### src/rtl/s2p_pkg.sv
// s2p_pkg: shared constants and FSM encoding for the s2p deserializer.
package s2p_pkg;
    localparam int BYTE_W = 8;
    localparam int LANES  = 4;
    localparam logic [BYTE_W-1:0] SYNC_BYTE   = 8'hBC;
    localparam logic [7:0]        SYNC_WINDOW = 8'd16;
    typedef enum logic {ST_SEARCH = 1'b0, ST_LOCKED = 1'b1} state_e;
endpackage

### src/rtl/s2p_lane.sv
// s2p_lane: MSB-first serial shift register exposing the byte completed by the current bit.
module s2p_lane
    import s2p_pkg::*;
(
    input  logic              clk_i,
    input  logic              rst_ni,
    input  logic              en_i,
    input  logic              bit_i,
    output logic [BYTE_W-1:0] byte_o
);
    // The oldest bit falls out of the byte window, so only seven bits need storage.
    logic [BYTE_W-2:0] sr_q;
    assign byte_o = {sr_q, bit_i};
    always_ff @(posedge clk_i or negedge rst_ni) begin
        if (!rst_ni) sr_q <= '0;
        else if (en_i) sr_q <= byte_o[BYTE_W-2:0];
    end
endmodule

### src/rtl/s2p.sv
// s2p: 4-lane serial-to-parallel deserializer with lane-0 sync byte alignment and lock tracking.
module s2p
    import s2p_pkg::*;
(
    input  logic       CLK,
    input  logic       reset,
    input  logic       ENB,
    input  logic [3:0] data_in,
    output logic [7:0] Q0,
    output logic [7:0] Q1,
    output logic [7:0] Q2,
    output logic [7:0] Q3,
    output logic       valid,
    output logic       locked
);
    logic [LANES-1:0][BYTE_W-1:0] b, q_q, q_d;
    state_e     state_q, state_d;
    logic [2:0] bit_cnt_q, bit_cnt_d;
    logic [7:0] frame_cnt_q, frame_cnt_d;
    logic       valid_q, valid_d;
    logic       is_sync;
    for (genvar i = 0; i < LANES; i++) begin : g_lane
        s2p_lane u_lane (
            .clk_i (CLK),
            .rst_ni(reset),
            .en_i  (ENB),
            .bit_i (data_in[i]),
            .byte_o(b[i])
        );
    end
    assign is_sync = b[0] == SYNC_BYTE;
    always_comb begin
        state_d     = state_q;
        bit_cnt_d   = bit_cnt_q;
        frame_cnt_d = frame_cnt_q;
        q_d         = q_q;
        valid_d     = 1'b0;
        if (ENB) begin
            if (state_q == ST_SEARCH) begin
                if (is_sync) begin
                    state_d     = ST_LOCKED;
                    bit_cnt_d   = 3'd0;
                    frame_cnt_d = 8'd0;
                end
            end else begin
                bit_cnt_d = bit_cnt_q + 3'd1;
                // Frame boundary: sync refreshes the window, data is delivered until the window runs out.
                if (bit_cnt_q == 3'd7) begin
                    if (is_sync) begin
                        frame_cnt_d = 8'd0;
                    end else if (frame_cnt_q < SYNC_WINDOW) begin
                        q_d         = b;
                        valid_d     = 1'b1;
                        frame_cnt_d = frame_cnt_q + 8'd1;
                    end else begin
                        state_d = ST_SEARCH;
                    end
                end
            end
        end
    end
    always_ff @(posedge CLK or negedge reset) begin
        if (!reset) begin
            state_q     <= ST_SEARCH;
            bit_cnt_q   <= 3'd0;
            frame_cnt_q <= 8'd0;
            q_q         <= '0;
            valid_q     <= 1'b0;
        end else begin
            state_q     <= state_d;
            bit_cnt_q   <= bit_cnt_d;
            frame_cnt_q <= frame_cnt_d;
            q_q         <= q_d;
            valid_q     <= valid_d;
        end
    end
    assign Q0     = q_q[0];
    assign Q1     = q_q[1];
    assign Q2     = q_q[2];
    assign Q3     = q_q[3];
    assign valid  = valid_q;
    assign locked = state_q == ST_LOCKED;
endmodule

### config.mk
export PLATFORM = sky130hd
export DESIGN_NAME = s2p
export DESIGN_NICKNAME = d
export VERILOG_FILES = /design/src/rtl/s2p_pkg.sv /design/src/rtl/s2p_lane.sv /design/src/rtl/s2p.sv
export SDC_FILE = /design/constraint.sdc
export NUM_CORES = 1
export LEC_CHECK = 0
export BUFFER_PORTS_ARGS = -buffer_cell sky130_fd_sc_hd__buf_2
export CORE_MARGIN = 1.5
export CORE_UTILIZATION = 53
export CTS_BUF_LIST = sky130_fd_sc_hd__clkbuf_8 sky130_fd_sc_hd__clkbuf_16
export DETAILED_ROUTE_END_ITERATION = 8
export PLACE_DENSITY = 0.85
export SLEW_MARGIN = 5
export SYNTH_ARGS = -nofsm -noshare
export SYNTH_HDL_FRONTEND = slang
export SYNTH_SLANG_ARGS = --single-unit
### constraint.sdc
create_clock -name CLK -period 2.51 [get_ports CLK]
set_input_delay 0 -clock CLK [delete_from_list [all_inputs] [get_ports CLK]]
set_output_delay 0 -clock CLK [all_outputs]
set_load 0.02 [all_outputs]
==> flow_metrics.py, run 1 <==
metrics = {
    "drt": {
        "drtPass1Iterations": 4,
        "ant_nets": 0,
        "remaining_drc_errors": 0,
        "drt_iter0_drc": 61,
        "finalWirelength_mm": 4.60,
        "wl_per_cell_um": 14.8,
        "via_per_inst": 5.20,
        "vias": 1612,
    },
    "global_routing": {
        "grt.total_usage_pct": 18.0,
        "antenna_found_initial": 0,
        "grt_pass1_wl_mm": 8.09,
        "grt_max_degree": 74,
        "grt_pass1_vias": 1722,
        "grt-ovfl-total": 0,
    },
    "clock_network": {
        "cts_buffers": 9,
        "htree_levels": 3,
        "cts.sinks": 73,
        "cts_root_buf": "clkbuf_8",
        "path_clk_slew_ns": 0.07,
        "postCtsSetupRepairBufs": 0,
        "clk_latency_ns": 0.34,
        "cts_buffer_depth": 2,
        "cts_tree": "yes",
        "cts_resized": 0,
        "cts-hold-fix-buffers": 5,
    },
    "sta": {
        "worst_pin_slew_ns": 0.871,
        "setup_viol_count_final": 0,
        "tns_ns": 0,
        "finalCritPeriodShare_pct": 79.9,
        "fin_worst_skew_ns": 0.0107,
        "timing.final.max_slew_violations": 0,
        "rsz0062_at_grt": "false",
        "fmax_mhz": 498,
        "finalHoldViolCount": 0,
        "slew_headroom_pct": 41.9,
        "min_period_ns": 2.01,
    },
    "finish": {
        "finalNetCount": 247,
        "area_growth_pct": 17.0,
        "design_area_um2": 3340,
        "drive_gt1_share_pct": 50.0,
        "num_antenna_cells": 0,
        "final_cells": 310,
        "nFillCells": 414,
        "fin_util_pct": 65.0,
    },
    "critical_path": {
        "arrival_ns": 2.23,
        "crit_path_start_kind": "flip-flop",
        "cp-end-kind": "flip-flop",
        "critPathMaxStageDelay_ns": 0.57,
        "cp_cell_sequence": "or4_4 > a211oi_4 > buf_4 > mux2_2",
        "crit_type": "flip-flop to flip-flop",
        "cp.required_ns": 2.73,
        "slowest_stage": "or4_4",
        "crit_fanout": 20,
    },
    "pwr": {
        "peakVddDrop_uv": 489,
        "switching_power_uw": 632,
        "powerDensity_nw_per_um2": 748,
        "seq_power_share_pct": 57.6,
        "clkPwrFrac_pct": 32.1,
        "internal_power_uw": 1870,
        "switching_share_pct": 25.3,
        "p_leak_uw": 0.00172,
        "p_comb_share_pct": 10.3,
    },
    "yosys": {
        "synth_fp_nets": 195,
        "synth_seq_area_share_pct": 64.0,
        "synthesis.area_um2": 2860,
        "synth_area_leaders": "dfrtp_1, mux2_2, ha_1, buf_6, nand3_1",
        "yosys.area.top_type_share_pct": 64.0,
        "ys_warn_count": 0,
        "syn_inst": 185,
        "synth_cell_types": 27,
        "ys_ff_latch": 73,
        "avgSynthCellArea_um2": 15.4,
        "synth_largest_area_cell": "dfrtp_1",
    },
    "placement": {
        "portBuffers": 40,
        "dpl.cell_count": 291,
        "place_area_um2": 3120,
        "place.gp.congestion": 0.668,
        "hpwl_mm": 2.92,
    },
    "floorplan": {
        "die_y_um": 76.4,
        "ioPinCount": 41,
        "dieWidth_um": 76.4,
        "coreArea_um2": 5140,
        "fp.dieArea_um2": 5840,
        "start_util_pct": 55.6,
        "rows": 26,
    },
    "run_status": {
        "status": "finished clean",
    },
    "run": {
        "cap_violations": 0,
    },
    "min_path": {
        "hp-class": "input pin to flip-flop",
    },
}
-- metal layers --
| layer | vias up | wire length [um] | global-route usage (%) |
|---|---|---|---|
| li1 | 762 | - | - |
| met1 | 805 | 2090 | 22.4 |
| met2 | 37 | 2190 | 29.2 |
| met3 | 8 | 237 | 5.99 |
| met4 | 0 | 83 | 7.22 |
| met5 | - | 0 | 0 |
-- stage by stage --
| stage | power [uW] | worst slack [ns] | hold slack, ns |
|---|---|---|---|
| after floorplan | 1620 | 0.496 | -0.296 |
| after global placement | 1690 | 0.583 | 0.246 |
| after detailed placement | 1710 | 0.513 | 0.253 |
| after CTS | 2530 | 0.502 | 0.171 |
| after global routing | 2620 | 0.434 | 0.184 |
| final | 2500 | 0.504 | 0.174 |
-- worst paths after layout --
check	from	endpoint	slack [ns]	depth (start not counted)
worst max-delay path	frame_cnt_q[6]$_DFFE_PN0P_	Q3[2]$_DFFE_PN0P_	0.50	4
worst min-delay path	ENB	locked$_DFFE_PN0P_	0.17	2
min in group asynchronous	reset	Q0[5]$_DFFE_PN0P_	0.39	3
worst min register to register	Q2[5]$_DFFE_PN0P_	Q2[5]$_DFFE_PN0P_	0.48	1
max in group asynchronous	reset	Q0[0]$_DFFE_PN0P_	1.54	3
worst max register to register	frame_cnt_q[6]$_DFFE_PN0P_	Q3[2]$_DFFE_PN0P_	0.50	4
-- sequential cells by signal, indices dropped and copies added, names as in the netlist --
register,flops
g_lane.u_lane.sr_q,28
Q0,8
Q1,8
Q2,8
Q3,8
frame_cnt_q,8
bit_cnt_q,3
locked,1
valid,1
-- critical path: cells and delay by family (launching register included) --
family | cells | cell delay (ns)
buffers and inverters | 1 | 0.31
flip-flops | 1 | 0.39
multiplexers | 1 | 0.37
AO/OA/AOI/OAI | 1 | 0.24
AND/OR/NAND/NOR | 1 | 0.57
-- power by group through the flow --
stage | Clock (uW) | Sequential [uW] | Combinational (uW)
final | 802 | 1440 | 257
after global routing | 866 | 1460 | 293
after CTS | 823 | 1440 | 263
after detailed placement | 0 | 1460 | 254
after global placement | 0 | 1450 | 238
after floorplan | 0 | 1420 | 195
-- area by class of cell --
type	count	area, um2	share of cell area (%)
Tap cell	70	87.6	2.62
Timing Repair Buffer	49	280	8.39
Multi-Input combinational cell	100	961	28.8
Clock inverter	3	17.5	0.525
Inverter	4	15.0	0.450
Clock buffer	11	151	4.53
Sequential cell	73	1830	54.7
-- cells in the mapped netlist --
| cell type | n |
|---|---|
| buf_6 | 3 |
| ha_1 | 3 |
| a21o_1 | 1 |
| inv_1 | 4 |
| mux2_2 | 58 |
| o21ba_2 | 1 |
| mux2i_1 | 1 |
| and2_1 | 1 |
| nand4_1 | 1 |
| dfrtp_1 | 73 |
| nor2_1 | 4 |
| clkbuf_1 | 4 |
| nor2b_1 | 3 |
| nand2_1 | 6 |
| mux2_1 | 2 |
| and4bb_2 | 1 |
| and4b_1 | 1 |
| a22o_1 | 1 |
| a32o_1 | 2 |
| o221ai_1 | 2 |
| or4_4 | 1 |
| a21oi_1 | 1 |
| buf_1 | 1 |
| nand3_1 | 5 |
| a211oi_4 | 1 |
| o21ai_0 | 3 |
| nand2b_1 | 1 |
-- kinds of logic (layout without fill, tap and decap cells) --
family,count (synthesis),in the layout,share of synthesized area [%]
AOI/OAI and AO/OA,12,12,3.64
and+or+nand+nor,24,24,4.69
adders and majority gates,3,3,1.31
muxes,61,61,24.0
DFF,73,73,64.0
buffers and inverters,12,67,2.37
-- cell usage in the layout, fill, tap and decap left out --
master and instances:
clkbuf_8 11, nand3_1 5, mux2_2 58, nor2_1 4, or4_4 1, a211oi_4 1
nand2_1 6, a21o_1 1, a22o_1 1, o21ai_0 3, ha_1 3, buf_4 4
a32o_1 2, nand4_1 1, and2_1 1, nor2b_1 3, mux2i_1 1, dlygate4sd3_1 5
nand2b_1 1, dfrtp_1 73, clkinvlp_4 1, inv_1 4, a21oi_1 1, and4b_1 1
o21ba_2 1, clkinv_2 2, o221ai_1 2, mux2_1 2, and4bb_2 1, buf_2 40
Note: power is estimated with default switching activity, not from simulation.
==> run 2: changes to the inputs <==
- ABC_AREA: default -> 1
- PLACE_DENSITY: 0.85 -> 0.84
- clock period: 2.51 -> 2 ns (I/O delays scaled with it)
==> run 2 against run 1 <==
  * Area after synthesis rose by 8.0%
  * Largest cell class unchanged
  * Non-clock buffer count is 4 higher
  * Global-route usage increased by 1.7 points
  * Count of clock-buffer cells in the layout shrank 2
  * Cell count grew 42%
  * Largest power group unchanged
  * Core utilization shrank 0.39 points
  * Combinational power grew to 3.7 times the previous value
  * Critical path depth is 2 higher
  * Hold slack improved by 0.037 ns
==> flow_metrics.py, run 2 <==
metrics = {
    "drt": {
        "wl_met1_mm": 2.49,
        "via_per_inst": 4.84,
        "drtPass1Iterations": 4,
        "top_layer": "met4",
        "finalWirelength_mm": 5.21,
        "vias": 2130,
        "ant_nets": 0,
        "remaining_drc_errors": 0,
        "drt_iter0_drc": 126,
        "wl_met3_um": 239,
        "wl_met2_mm": 2.35,
        "wl_per_cell_um": 11.8,
    },
    "finish": {
        "design_area_um2": 3600,
        "num_antenna_cells": 0,
        "drive_gt1_share_pct": 28.0,
        "largest_register_ffs": 28,
        "area_growth_pct": 16.7,
        "finalNetCount": 373,
        "top_register": "g_lane.u_lane.sr_q",
        "fin_util_pct": 64.6,
        "final_common_cell": "nand2_1",
        "layout_common_cells": "nand2_1, dfrtp_1, inv_1, buf_2",
    },
    "clock_network": {
        "cts_root_buf": "clkbuf_8",
        "cts_buffer_depth": 2,
        "cts_buffers": 9,
        "postCtsSetupRepairBufs": 0,
        "cts_tree": "yes",
        "htree_levels": 3,
        "cts.sinks": 73,
        "path_clk_slew_ns": 0.07,
        "clk_latency_ns": 0.34,
    },
    "pwr": {
        "switching_share_pct": 32.9,
        "powerDensity_nw_per_um2": 1110,
        "clkPwrFrac_pct": 27.2,
        "p_comb_share_pct": 24.1,
        "peakVddDrop_uv": 717,
        "seq_power_share_pct": 48.7,
        "switching_power_uw": 1310,
        "internal_power_uw": 2680,
        "p_leak_uw": 0.00189,
        "total_power_uw": 3990,
    },
    "sta": {
        "finalCritPeriodShare_pct": 79.6,
        "timing.final.max_slew_violations": 0,
        "setup_viol_count_final": 0,
        "finalHoldViolCount": 0,
        "fmax_mhz": 628,
        "min_period_ns": 1.59,
        "worst_slack_ns": 0.409,
        "slew_headroom_pct": 56.1,
        "rsz0062_at_grt": "false",
        "tns_ns": 0,
        "worst_pin_slew_ns": 0.659,
        "fin_worst_skew_ns": 0.00828,
    },
    "run_status": {
        "status": "finished clean",
    },
    "yosys": {
        "ys_warn_count": 0,
        "synthesis.area_um2": 3080,
        "yosys.area.top_type_share_pct": 59.2,
        "synth_flop_cell": "dfrtp_1",
        "synth_seq_area_share_pct": 59.2,
        "yosysMostFrequentCell": "nand2_1",
        "synth_cell_types": 23,
        "synthTopCellsByCount": "nand2_1, dfrtp_1, inv_1, o21ai_0, o21ai_2",
        "synth_largest_area_cell": "dfrtp_1",
        "synth_area_leaders": "dfrtp_1, nand2_1, o21ai_2, inv_1, o21ai_0",
        "synth-edff-count": 0,
        "ys_ff_latch": 73,
        "avgSynthCellArea_um2": 9.89,
        "synthArstFlopShare_pct": 100,
        "syn_inst": 312,
        "synth_fp_nets": 322,
    },
    "critical_path": {
        "critPathMaxStageDelay_ns": 0.39,
        "critPathCapture": "Q0[5]$_DFFE_PN0P_",
        "cp-end-kind": "flip-flop",
        "timing.critical_path.mode_cell": "ha_1",
        "crit_fanout": 20,
        "r2r_end": "Q0[5]$_DFFE_PN0P_",
        "cp_num_buf_inv": 1,
        "crit_path_start_kind": "flip-flop",
        "slowest_stage": "dfrtp_1",
        "crit_type": "flip-flop to flip-flop",
        "reg2reg_from": "bit_cnt_q[0]$_DFFE_PN0P_",
        "rr_worst_depth": 6,
        "cp_cell_sequence": "ha_1 > ha_1 > nand3_4 > buf_4 > nand2_1 > o21ai_2",
        "arrival_ns": 1.82,
        "cp.required_ns": 2.23,
        "cp.depth": 6,
        "rrSetupSlack_ns": 0.41,
        "critPathTopFamily": "adder cells",
        "critPathLaunch": "bit_cnt_q[0]$_DFFE_PN0P_",
    },
    "global_routing": {
        "grt_pass1_wl_mm": 9.45,
        "grt-ovfl-total": 0,
        "grt.total_usage_pct": 19.8,
        "grt_max_degree": 62,
        "antenna_found_initial": 0,
        "grt_pass1_vias": 2113,
    },
    "floorplan": {
        "start_util_pct": 55.3,
        "die_y_um": 79.3,
        "rows": 27,
        "dieWidth_um": 79.3,
        "fp.dieArea_um2": 6290,
        "coreArea_um2": 5570,
        "ioPinCount": 41,
    },
    "placement": {
        "place.gp.congestion": 0.756,
        "place_area_um2": 3360,
        "portBuffers": 40,
        "hpwl_mm": 3.55,
        "place_ws_ns": 0.418,
    },
    "run": {
        "cap_violations": 0,
    },
    "min_path": {
        "hp-class": "input pin to flip-flop",
    },
}
==> run 2: stage by stage <==
step | cells | hold WS (ns)
floorplan | 312 | -0.296
global placement | 419 | 0.0604
detailed placement | 419 | 0.0622
CTS | 440 | 0.199
global route | 440 | 0.253
finish | 440 | 0.211
==> run 2: final cells by class <==
cell class                 instances  area (um2)
clock inverter                     7        63.8
timing repair buffer              53         335
fill                             449        1970
sequential                        73        1830
multi-input combinational        184        1000
inverter                          42         158
tap                               72        90.1
clock buffer                       9         124
==> run 2: worst reg2reg max path, delay by kind of cell, from the launching register on <==
| family | cells | cell delay (ns) |
|---|---|---|
| compound gates | 1 | 0.05 |
| fa+ha+maj | 2 | 0.42 |
| buf+inv | 1 | 0.28 |
| flops | 1 | 0.39 |
| simple gates | 2 | 0.35 |
==> run 2: logic make-up (layout without fill, tap and decap cells) <==
kind of cell | after synthesis | in the layout | share of synthesized area, %
DFF | 73 | 73 | 59.2
adders and majority gates | 3 | 3 | 1.22
and+or+nand+nor | 114 | 114 | 16.2
xor gates and xnor gates | 2 | 2 | 0.568
AOI/OAI and AO/OA | 65 | 65 | 14.5
buffers and inverters | 55 | 111 | 8.28
==> run 2: power groups by stage <==
stage          Clock, uW  Combinational, uW  Sequential [uW]
2_1_floorplan          0                527             2100
3_3_place_gp           0                921             1950
3_5_place_dp           0                962             1970
4_1_cts             1120                980             1940
5_1_grt             1180               1100             1980
6_report            1080                963             1940
==> run 2: what timing repair did <==
| item | 4_1_cts | 5_1_grt |
|---|---|---|
| gates resized for setup | 0 | 0 |
| hold buffers | 5 | 0 |
| hold endpoints to repair | 36 | 0 |
==> run 2: how the worst min path moves through the flow <==
stage / endpoint / from / depth (start not counted)
floorplan: Q0[0]$_DFFE_PN0P_ / reset / 0
global placement: Q0[3]$_DFFE_PN0P_ / reset / 1
detailed placement: Q0[2]$_DFFE_PN0P_ / reset / 1
CTS: Q2[6]$_DFFE_PN0P_ / ENB / 5
global route: Q3[7]$_DFFE_PN0P_ / ENB / 5
finish: Q2[6]$_DFFE_PN0P_ / ENB / 5
==> run 2: per-layer routing <==
metal,global-route usage [%],vias up
li1,-,1076
met1,25.6,995
met2,30.2,47
met3,6.32,12
met4,9.47,0
met5,0,-
